File: src/rtl/fifo_wr_arbiter_pkg.sv
// fifo_arb_pkg: shared types and helpers for the FIFO write-port arbiter.
//   idx_w(n)  - width of an index into n requesters, never less than 1
//   count_t   - occupancy/credit counter type for the default FIFO size
//   lock_t    - packet-lock state (owner valid + owner index); the id field
//               is wide enough for the largest supported NREQ (16)
package fifo_arb_pkg;

  localparam int ARB_ASIZE    = 2;
  localparam int ARB_ID_W_MAX = 4;

  function automatic int idx_w(input int n);
    int w;
    w = $clog2(n);
    return (w < 1) ? 1 : w;
  endfunction

  typedef logic [ARB_ASIZE:0] count_t;

  typedef struct packed {
    logic                    vld;
    logic [ARB_ID_W_MAX-1:0] id;
  } lock_t;

endpackage

File: src/rtl/fifo_wr_arbiter_if.sv
// fifo_wr_arbiter_if: requester bundle, FIFO write port and status of the
// arbiter.
//   master - environment side: drives requests and fifo_pop, sees grants
//   slave  - arbiter side: receives requests, drives ready/winc/wdata/
//            grant_id/occupancy
interface fifo_wr_arbiter_if
  import fifo_arb_pkg::*;
#(
  parameter int NREQ  = 4,
  parameter int DSIZE = 8,
  parameter int ASIZE = ARB_ASIZE
) ();

  localparam int IW = idx_w(NREQ);

  logic [NREQ-1:0]       req_valid;
  logic [NREQ*DSIZE-1:0] req_data;
  logic [NREQ-1:0]       req_last;
  logic [NREQ-1:0]       req_ready;
  logic [DSIZE-1:0]      fifo_wdata;
  logic                  fifo_winc;
  logic                  fifo_pop;
  logic [IW-1:0]         grant_id;
  logic [ASIZE:0]        occupancy;

  modport master (
    output req_valid, req_data, req_last, fifo_pop,
    input  req_ready, fifo_wdata, fifo_winc, grant_id, occupancy
  );

  modport slave (
    input  req_valid, req_data, req_last, fifo_pop,
    output req_ready, fifo_wdata, fifo_winc, grant_id, occupancy
  );

endinterface

File: src/rtl/fifo_wr_arbiter_rr_pick.sv
// rr_pick: combinational rotate-priority encoder.
//   i_req    - request vector (already masked by any lock)
//   i_rr_ptr - index holding highest priority this cycle (< NREQ)
//   o_found  - at least one request present
//   o_pick   - first requesting index scanning i_rr_ptr, i_rr_ptr+1, ... mod NREQ
module rr_pick
  import fifo_arb_pkg::*;
#(
  parameter int NREQ = 4
) (
  input  logic [NREQ-1:0]         i_req,
  input  logic [idx_w(NREQ)-1:0]  i_rr_ptr,
  output logic                    o_found,
  output logic [idx_w(NREQ)-1:0]  o_pick
);

  localparam int IW = idx_w(NREQ);

  int w_idx;

  // Scan from lowest priority to highest so the last hit (highest priority) wins.
  always_comb begin
    o_found = 1'b0;
    o_pick  = '0;
    w_idx   = 0;
    for (int k = NREQ - 1; k >= 0; k--) begin
      w_idx = int'(i_rr_ptr) + k;
      if (w_idx >= NREQ) w_idx = w_idx - NREQ;
      if (i_req[IW'(w_idx)]) begin
        o_found = 1'b1;
        o_pick  = IW'(w_idx);
      end
    end
  end

endmodule

File: src/rtl/fifo_wr_arbiter.sv
// fifo_wr_arbiter: round-robin arbiter sharing one FIFO write port among NREQ
// requesters. FIFO occupancy is tracked by a local credit counter, so issue
// never depends on the FIFO's full flag.
//   clk, rst_n - clock (rising edge) and asynchronous active-low reset
//   bus        - fifo_wr_arbiter_if.slave: req_valid/req_data/req_last in,
//                req_ready/fifo_winc/fifo_wdata/grant_id out, fifo_pop in,
//                occupancy (credit count 0..DEPTH) out
// Optional feature: define FIFO_ARB_PKT_LOCK_EN to hold a grant on the owning
// requester until it presents a beat with req_last=1.
module fifo_wr_arbiter
  import fifo_arb_pkg::*;
#(
  parameter int NREQ  = 4,
  parameter int DSIZE = 8,
  parameter int ASIZE = ARB_ASIZE
) (
  input  logic               clk,
  input  logic               rst_n,
  fifo_wr_arbiter_if.slave   bus
);

  localparam int             IW       = idx_w(NREQ);
  localparam int             DEPTH    = 1 << ASIZE;
  localparam logic [ASIZE:0] DEPTH_C  = (ASIZE + 1)'(DEPTH);
  localparam logic [IW-1:0]  LAST_IDX = IW'(NREQ - 1);

  logic [IW-1:0]   r_rr_ptr;
  logic [ASIZE:0]  r_count;

  logic [NREQ-1:0] w_req;
  logic            w_found;
  logic [IW-1:0]   w_pick;
  logic [IW-1:0]   w_pick_inc;
  logic            w_space;
  logic            w_acc;
  logic            w_adv;
  logic            w_pop_eff;

  rr_pick #(.NREQ(NREQ)) u_rr_pick (
    .i_req    (w_req),
    .i_rr_ptr (r_rr_ptr),
    .o_found  (w_found),
    .o_pick   (w_pick)
  );

  assign w_space    = (r_count != DEPTH_C);
  // rst_n gating keeps every output at 0 while reset is held.
  assign w_acc      = rst_n && w_space && w_found;
  assign w_pick_inc = (w_pick == LAST_IDX) ? '0 : w_pick + IW'(1);
  assign w_pop_eff  = bus.fifo_pop && (r_count != '0);

`ifdef FIFO_ARB_PKT_LOCK_EN
  lock_t r_lock;

  always_comb begin
    w_req = bus.req_valid;
    for (int i = 0; i < NREQ; i++) begin
      if (r_lock.vld && (r_lock.id != ARB_ID_W_MAX'(i))) w_req[i] = 1'b0;
    end
  end

  // Priority only rotates once the packet ends.
  assign w_adv = w_acc && bus.req_last[w_pick];

  always_ff @(posedge clk or negedge rst_n) begin
    if (!rst_n) begin
      r_lock <= '0;
    end else if (w_acc) begin
      r_lock.vld <= ~bus.req_last[w_pick];
      r_lock.id  <= ARB_ID_W_MAX'(w_pick);
    end
  end
`else
  assign w_req = bus.req_valid;
  assign w_adv = w_acc;
`endif

  always_comb begin
    bus.req_ready  = '0;
    bus.fifo_winc  = 1'b0;
    bus.fifo_wdata = '0;
    bus.grant_id   = '0;
    if (w_acc) begin
      bus.req_ready[w_pick] = 1'b1;
      bus.fifo_winc         = 1'b1;
      bus.fifo_wdata        = bus.req_data[int'(w_pick) * DSIZE +: DSIZE];
      bus.grant_id          = w_pick;
    end
  end

  assign bus.occupancy = r_count;

  always_ff @(posedge clk or negedge rst_n) begin
    if (!rst_n) begin
      r_rr_ptr <= '0;
    end else if (w_adv) begin
      r_rr_ptr <= w_pick_inc;
    end
  end

  // Write and pop together cancel; a pop against an empty count is dropped.
  always_ff @(posedge clk or negedge rst_n) begin
    if (!rst_n) begin
      r_count <= '0;
    end else if (w_acc && !w_pop_eff) begin
      r_count <= r_count + (ASIZE + 1)'(1);
    end else if (!w_acc && w_pop_eff) begin
      r_count <= r_count - (ASIZE + 1)'(1);
    end
  end

endmodule

File: src/flat_wrapper.sv
// flat-port wrapper written by rule: the top's interface ports become plain ports
module fifo_wr_arbiter_flat import fifo_arb_pkg::*;
#(
  parameter int NREQ  = 4,
  parameter int DSIZE = 8,
  parameter int ASIZE = ARB_ASIZE
)
  (clk, rst_n, bus_req_valid, bus_req_data, bus_req_last, bus_fifo_pop, bus_req_ready, bus_fifo_wdata, bus_fifo_winc, bus_grant_id, bus_occupancy);
  fifo_wr_arbiter_if #(.NREQ(NREQ), .DSIZE(DSIZE), .ASIZE(ASIZE)) bus_i ();
  input  logic clk;
  input  logic rst_n;
  input wire logic [$bits(bus_i.req_valid)-1:0] bus_req_valid;
  input wire logic [$bits(bus_i.req_data)-1:0] bus_req_data;
  input wire logic [$bits(bus_i.req_last)-1:0] bus_req_last;
  input wire logic [$bits(bus_i.fifo_pop)-1:0] bus_fifo_pop;
  output wire logic [$bits(bus_i.req_ready)-1:0] bus_req_ready;
  output wire logic [$bits(bus_i.fifo_wdata)-1:0] bus_fifo_wdata;
  output wire logic [$bits(bus_i.fifo_winc)-1:0] bus_fifo_winc;
  output wire logic [$bits(bus_i.grant_id)-1:0] bus_grant_id;
  output wire logic [$bits(bus_i.occupancy)-1:0] bus_occupancy;
  assign bus_i.req_valid = bus_req_valid;
  assign bus_i.req_data = bus_req_data;
  assign bus_i.req_last = bus_req_last;
  assign bus_i.fifo_pop = bus_fifo_pop;
  assign bus_req_ready = bus_i.req_ready;
  assign bus_fifo_wdata = bus_i.fifo_wdata;
  assign bus_fifo_winc = bus_i.fifo_winc;
  assign bus_grant_id = bus_i.grant_id;
  assign bus_occupancy = bus_i.occupancy;
  fifo_wr_arbiter #(.NREQ(NREQ), .DSIZE(DSIZE), .ASIZE(ASIZE)) u_core (.clk(clk), .rst_n(rst_n), .bus(bus_i));
endmodule
File: config.mk
export PLATFORM = sky130hd
export DESIGN_NAME = fifo_wr_arbiter_flat
export DESIGN_NICKNAME = d
export VERILOG_FILES = /design/src/rtl/fifo_wr_arbiter_pkg.sv /design/src/rtl/fifo_wr_arbiter_if.sv /design/src/rtl/fifo_wr_arbiter_rr_pick.sv /design/src/rtl/fifo_wr_arbiter.sv /design/src/flat_wrapper.sv
export SDC_FILE = /design/constraint.sdc
export NUM_CORES = 1
export LEC_CHECK = 0
export CAP_MARGIN = 20
export CELL_PAD_IN_SITES_DETAIL_PLACEMENT = 0
export CELL_PAD_IN_SITES_GLOBAL_PLACEMENT = 2
export CORE_MARGIN = 4
export CORE_UTILIZATION = 16
export CTS_CLUSTER_SIZE = 25
export DETAILED_ROUTE_END_ITERATION = 8
export HOLD_SLACK_MARGIN = 0.02
export PLACE_DENSITY_LB_ADDON = 0.1
export SLEW_MARGIN = 20
export SYNTH_ARGS = -nofsm -noshare
export SYNTH_HDL_FRONTEND = slang
export SYNTH_HIERARCHICAL = 1
export SYNTH_SLANG_ARGS = --single-unit
File: constraint.sdc
create_clock -name clk -period 3.58 [get_ports clk]
set_clock_uncertainty 0.1 [all_clocks]
set_input_delay 0.895 -clock clk [delete_from_list [all_inputs] [get_ports clk]]
set_output_delay 0.895 -clock clk [all_outputs]
set_load 0.05 [all_outputs]
# Word-level counts from Yosys, hierarchy flattened

Cells that the tools add are included.

Bits in registers: 5
Bits of input ports: 43
Output and inout bits: 18
Word-level logic and storage cells: 68

Add/sub/neg operators: 10
Order comparisons: 10
Equality and inequality tests: 2
Shift operators: 1
Muxes and demuxes: 33
Reduce and logical (&&, ||, !) cells: 10

Operator list:

| cell                  | count |
|---|---|
| $shiftx A32 B6 Y8     | 1 |
| $mux W2               | 10 |
| $lt A2 B4 Y1 const B  | 4 |
| $mux W1               | 14 |
| $ge A3 B3 Y1 const B  | 3 |
| $bmux W1 S2           | 4 |
| $mux W8               | 1 |
| $sub A2 B1 Y2 const B | 4 |
| $add A2 B2 Y3 const B | 2 |
| $logic_and A1 B1 Y1   | 6 |
| $mux W3               | 2 |
| $mux W4               | 1 |
| $add A2 B1 Y3 const B | 1 |
| $add A3 B1 Y3 const B | 1 |
| $ge A2 B3 Y1 const B  | 1 |
| $lt A2 B3 Y1 const B  | 1 |
| $ne A3 B3 Y1 const B  | 1 |
| $reduce_bool A3 Y1    | 1 |
| $sub A3 B1 Y3 const B | 1 |
| $add A2 B1 Y2 const B | 1 |
| $demux W1 S2          | 1 |
| $eq A2 B2 Y1 const B  | 1 |
| $ge A2 B1 Y1 const B  | 1 |
| $logic_not A1 Y1      | 2 |
| $reduce_bool A2 Y1    | 1 |

# Depth between registers and ports, before layout

Word-level depth: 15
Gate-level depth with buffers: 11
Gate-level depth less buffers: 10

# Modules after synthesis

Netlist, hierarchy kept.

Modules (own cells, without submodules):

| module          | instances | cells an instance | area each (um^2) | sequential area each (um^2) |
|---|---|---|---|---|
| fifo_wr_arbiter | 1         | 51                | 603.1            | 125.1 |
| rr_pick         | 1         | 13                | 77.6             | 0.0 |

# Worst setup path before layout

OpenSTA, ideal clock, no wires.

Path type: input to output
Start point: input bus_req_valid[3]
End point: output bus_fifo_wdata[0]
Data arrival time: 2.329 ns
Data required time: 2.585 ns
Setup slack: 0.256 ns
Cell stages on the path: 5
Path buffers: 1
Cell sequence: mux2i_1 a211oi_2 buf_6 mux4_2 and2_1

Word-level cells in the longest chain between the ends: 9
Elaborated cells on any way between the ends: 23
Classes of those cells: shift (1); mux (21); reduce/logical (1)

Ends and longest elaborated chain:

| what                                       | RTL line                      | text |
|---|---|---|
| start, declared                            | flat_wrapper.sv:12            | `input wire logic [$bits(bus_i.req_valid)-1:0] bus_req_valid;` |
| $bmux W1 S2                                | fifo_wr_arbiter_rr_pick.sv:29 | `if (i_req[IW'(w_idx)]) begin` |
| $mux W1 (implied by the code) (2 in a row) | fifo_wr_arbiter_rr_pick.sv:29 |  |
| $mux W2 (3 in a row)                       | fifo_wr_arbiter_rr_pick.sv:29 |  |
| $mux W2 *                                  | fifo_wr_arbiter_rr_pick.sv:29 |  |
| via u_core.w_pick[0]                       | fifo_wr_arbiter.sv:32         | `logic [IW-1:0] w_pick;` |
| $shiftx A32 B6 Y8 *                        | fifo_wr_arbiter.sv:86         | `bus.fifo_wdata = bus.req_data[int'(w_pick) * DSIZE +: DSIZE];` |
| $mux W8 *                                  | fifo_wr_arbiter.sv:83         | `if (w_acc) begin` |
| end, declared                              | flat_wrapper.sv:17            | `output wire logic [$bits(bus_i.fifo_wdata)-1:0] bus_fifo_wdata;` |

Mark *: on every way through the listed nets, which the timed path passes. The rest lies on a longest branch. The select of a mux whose other input is x is not followed.

# Final worst setup path

Start point: input bus_req_valid[1]
End point: output bus_fifo_wdata[6]

The elaborated chain is that of the path after synthesis.

==> impl_metrics.yaml <==
run_status:
  status: "completed"
clock_network:
  htree_levels: 1
  clk-insertion-delay-late_ns: 0.22
  cts_sinks: 5
  cts_made_buffers: 3
  cts-root-to-sink-buffers: 2
  cts_tree: "built"
  ctsRootBufferMaster: "clkbuf_8"
  clk_transition_reported_paths_ns: 0.03
cells_and_area:
  fin_nets: 182
  final_layout_size_suffix_gt1_share_pct: 42.42
  finalInstanceArea_um2: 1554
  n_fill_cell: 418
  final_cells: 182
  final_common_cell: "clkdlybuf4s50_1"
  layout_common_cells: "clkdlybuf4s50_1 (37), buf_4 (9), mux4_2 (8), and2_4 (8), buf_12 (7)"
  syn_to_final_growth_pct: 128.3
  diodes: 0
drt:
  dr.pass1.iters: 4
  drcViolationCount: 0
  drt_wl_total_um: 2471
  ant_nets: 0
  wl_per_cell_um: 13.58
  drt_iter0_markers: 11
  via_count: 751
  avgViaCountPerCell: 4.126
die:
  start_util_pct: 16.77
  rows: 23
  io_pins: 61
  die_y_um: 73.23
  core_area_um2: 4058
  die_area_um2: 5362
  die_w_um: 73.23
setup_path:
  crit_chain: "dlygate4sd2_1, buf_4, nor3b_2, a211oi_2, nor2_2, buf_4, mux4_2, and2_4, buf_6"
  path_max_fanout: 6
  endpoint_kind: "output pin"
  path_common_cell: "buf_4"
  cp-start-kind: "primary input"
  required_ns: 2.58
  startpoint: "bus_req_valid[1]"
  cp.arrival_ns: 2.47
  slowest_stage: "mux4_2"
  worstSetupPathType: "primary input to output pin"
  r2r_start: "u_core/bus.occupancy[0]"
  slowest_delay_ns: 0.29
pwr:
  p_comb_share_pct: 79.2
  intPower_w: 0.0006259
  switchingPower_w: 0.0005170
  clkPwrFrac_pct: 8.9
  power_leakage_nw: 0.6542
  power_frac_seq_pct: 11.8
  max-vdd-ir-drop_v: 0.0003596
  powerDensity_nw_per_um2: 735.5
  swShare_pct: 45.24
placement:
  routabilityCongestion: 0.7193
  place_area_um2: 1394
  dpl.cell_count: 175
  dp_slack_ns: -0.2727
  io_buffer_count: 56
  hpwl_um: 1910
synth:
  async_reset_ff_share_pct: 100.0
  synth_edf_count: 0
  syn_nets: 113
  synth_area_leaders: "mux4_2 (23%), dfrtp_1 (18%), and2_1 (12%)"
  ys_types: 24
  ys_ff_latch: 5
  yosys.area.top_type_share_pct: 23.16
  syn_inst: 64
  ys.flop_type: "dfrtp_1"
  yosys_warnings: 6
  synth_area_um2: 680.7
  synth_top_cell_by_area: "mux4_2"
  seq_area_frac_synth_pct: 18.38
  syn-mean-instance-area_um2: 10.64
timing:
  finalSetupViolations: 0
  fin_crit_ns: 3.469
  finalHoldViolations: 0
  finalSetupTns_ns: 0
  slew_violations: 0
  period_share_pct: 96.90
  max_slew.worst_pin.slew_ns: 0.4932
  slew_headroom_pct: 67.02
  setup_ws_ns: 0.1111
  grt_setup_unrepaired: "no"
  fmax_ghz: 0.2883
grt:
  overflow: 0
  grt_usage_pct: 9.401
  grt_pass1_vias: 831
  grt_max_degree: 19
  grt_pass1_wl_um: 3953
  antenna_found_initial: 0
flow_run:
  drv_cap: 0
hold_path:
  hp-class: "register to register"
  hold_start: "u_core/bus.occupancy[2]"
-- per-stage QoR --
stage | power, W | hold WS, ns | util [%]
detailed placement | 0.0009282 | 0.4507 | 34.35
global placement | 0.0009263 | 0.4458 | 34.35
CTS | 0.001119 | 0.4607 | 37.28
global route | 0.001229 | 0.4836 | 38.30
floorplan | 0.0006333 | 0.4406 | -
finish | 0.001143 | 0.4529 | 38.30
-- cell families (layout without fill, tap and decap cells) --
group                      count (synthesis)  in the layout  share of synthesized area, %
DFF                                        5              5                         18.38
buffers and inverters                      6             74                         4.594
AOI/OAI and AO/OA                          5              5                         6.066
muxes                                     12             12                         33.46
and+or+nand+nor                           27             27                         21.51
xor gates and xnor gates                   3              3                         3.861
adders and majority gates                  6              6                         12.13
-- registers in the layout, summed over array words and instances, names as in the netlist --
signal and flops:
u_core/r_rr_ptr 2, u_core/bus.occupancy 3
-- power by group through the flow --
stage / registers [W] / logic (W) / clock network [W]
3_3_place_gp: 0.000135 / 0.000791 / 0
2_1_floorplan: 0.000187 / 0.000447 / 0
6_report: 0.000135 / 0.000906 / 0.000102
5_1_grt: 0.000145 / 0.000974 / 0.000110
4_1_cts: 0.000135 / 0.000878 / 0.000106
3_5_place_dp: 0.000135 / 0.000793 / 0
-- cells in the mapped netlist (2+ instances only) --
library cell,instances
nand2b_1,2
inv_1,3
mux2_2,3
dfrtp_1,5
xor2_1,2
and2_1,13
mux4_2,7
nor2_1,7
ha_1,5
nand2_1,3
-- final cells by class --
type / instances / area [um^2] / area share, %
timing repair buffer: 67 / 757.0 / 48.71
multi-input combinational: 53 / 553.0 / 35.59
sequential: 5 / 125.1 / 8.052
tap: 50 / 62.56 / 4.026
clock buffer: 4 / 45.04 / 2.899
inverter: 3 / 11.26 / 0.7246
-- critical path: cells and delay by family --
| family | cells | cell delay [ns] |
|---|---|---|
| buffers and inverters | 4 | 0.71 |
| AND/OR/NAND/NOR | 3 | 0.52 |
| multiplexers | 1 | 0.29 |
| AO/OA/AOI/OAI | 1 | 0.07 |
-- metal layers --
layer	global-route usage [%]	wire length, um	vias to the layer above
met5	0	0	-
li1	-	-	361
met3	1.928	269	0
met4	3.074	0	0
met1	11.49	986	353
met2	16.29	1216	37
-- final timing paths --
kind	endpoint	depth (start not counted)	slack (ns)
min in group asynchronous	u_core/bus.occupancy[0]	2	0.89
max in group asynchronous	u_core/bus.occupancy[2]	2	2.39
max	bus_fifo_wdata[6]	9	0.11
max reg2reg	u_core/bus.occupancy[2]	9	1.46
min reg2reg	u_core/bus.occupancy[2]	1	0.45
min	u_core/bus.occupancy[2]	1	0.45
-- what timing repair did --
action,CTS,global route
hold buffers,0,0
buffers inserted,1,0
endpoints found under the setup margin,12,8
cloned,1,1
pin swaps,3,6
resized for setup,20,18
Note: power is estimated with default switching activity, not from simulation.
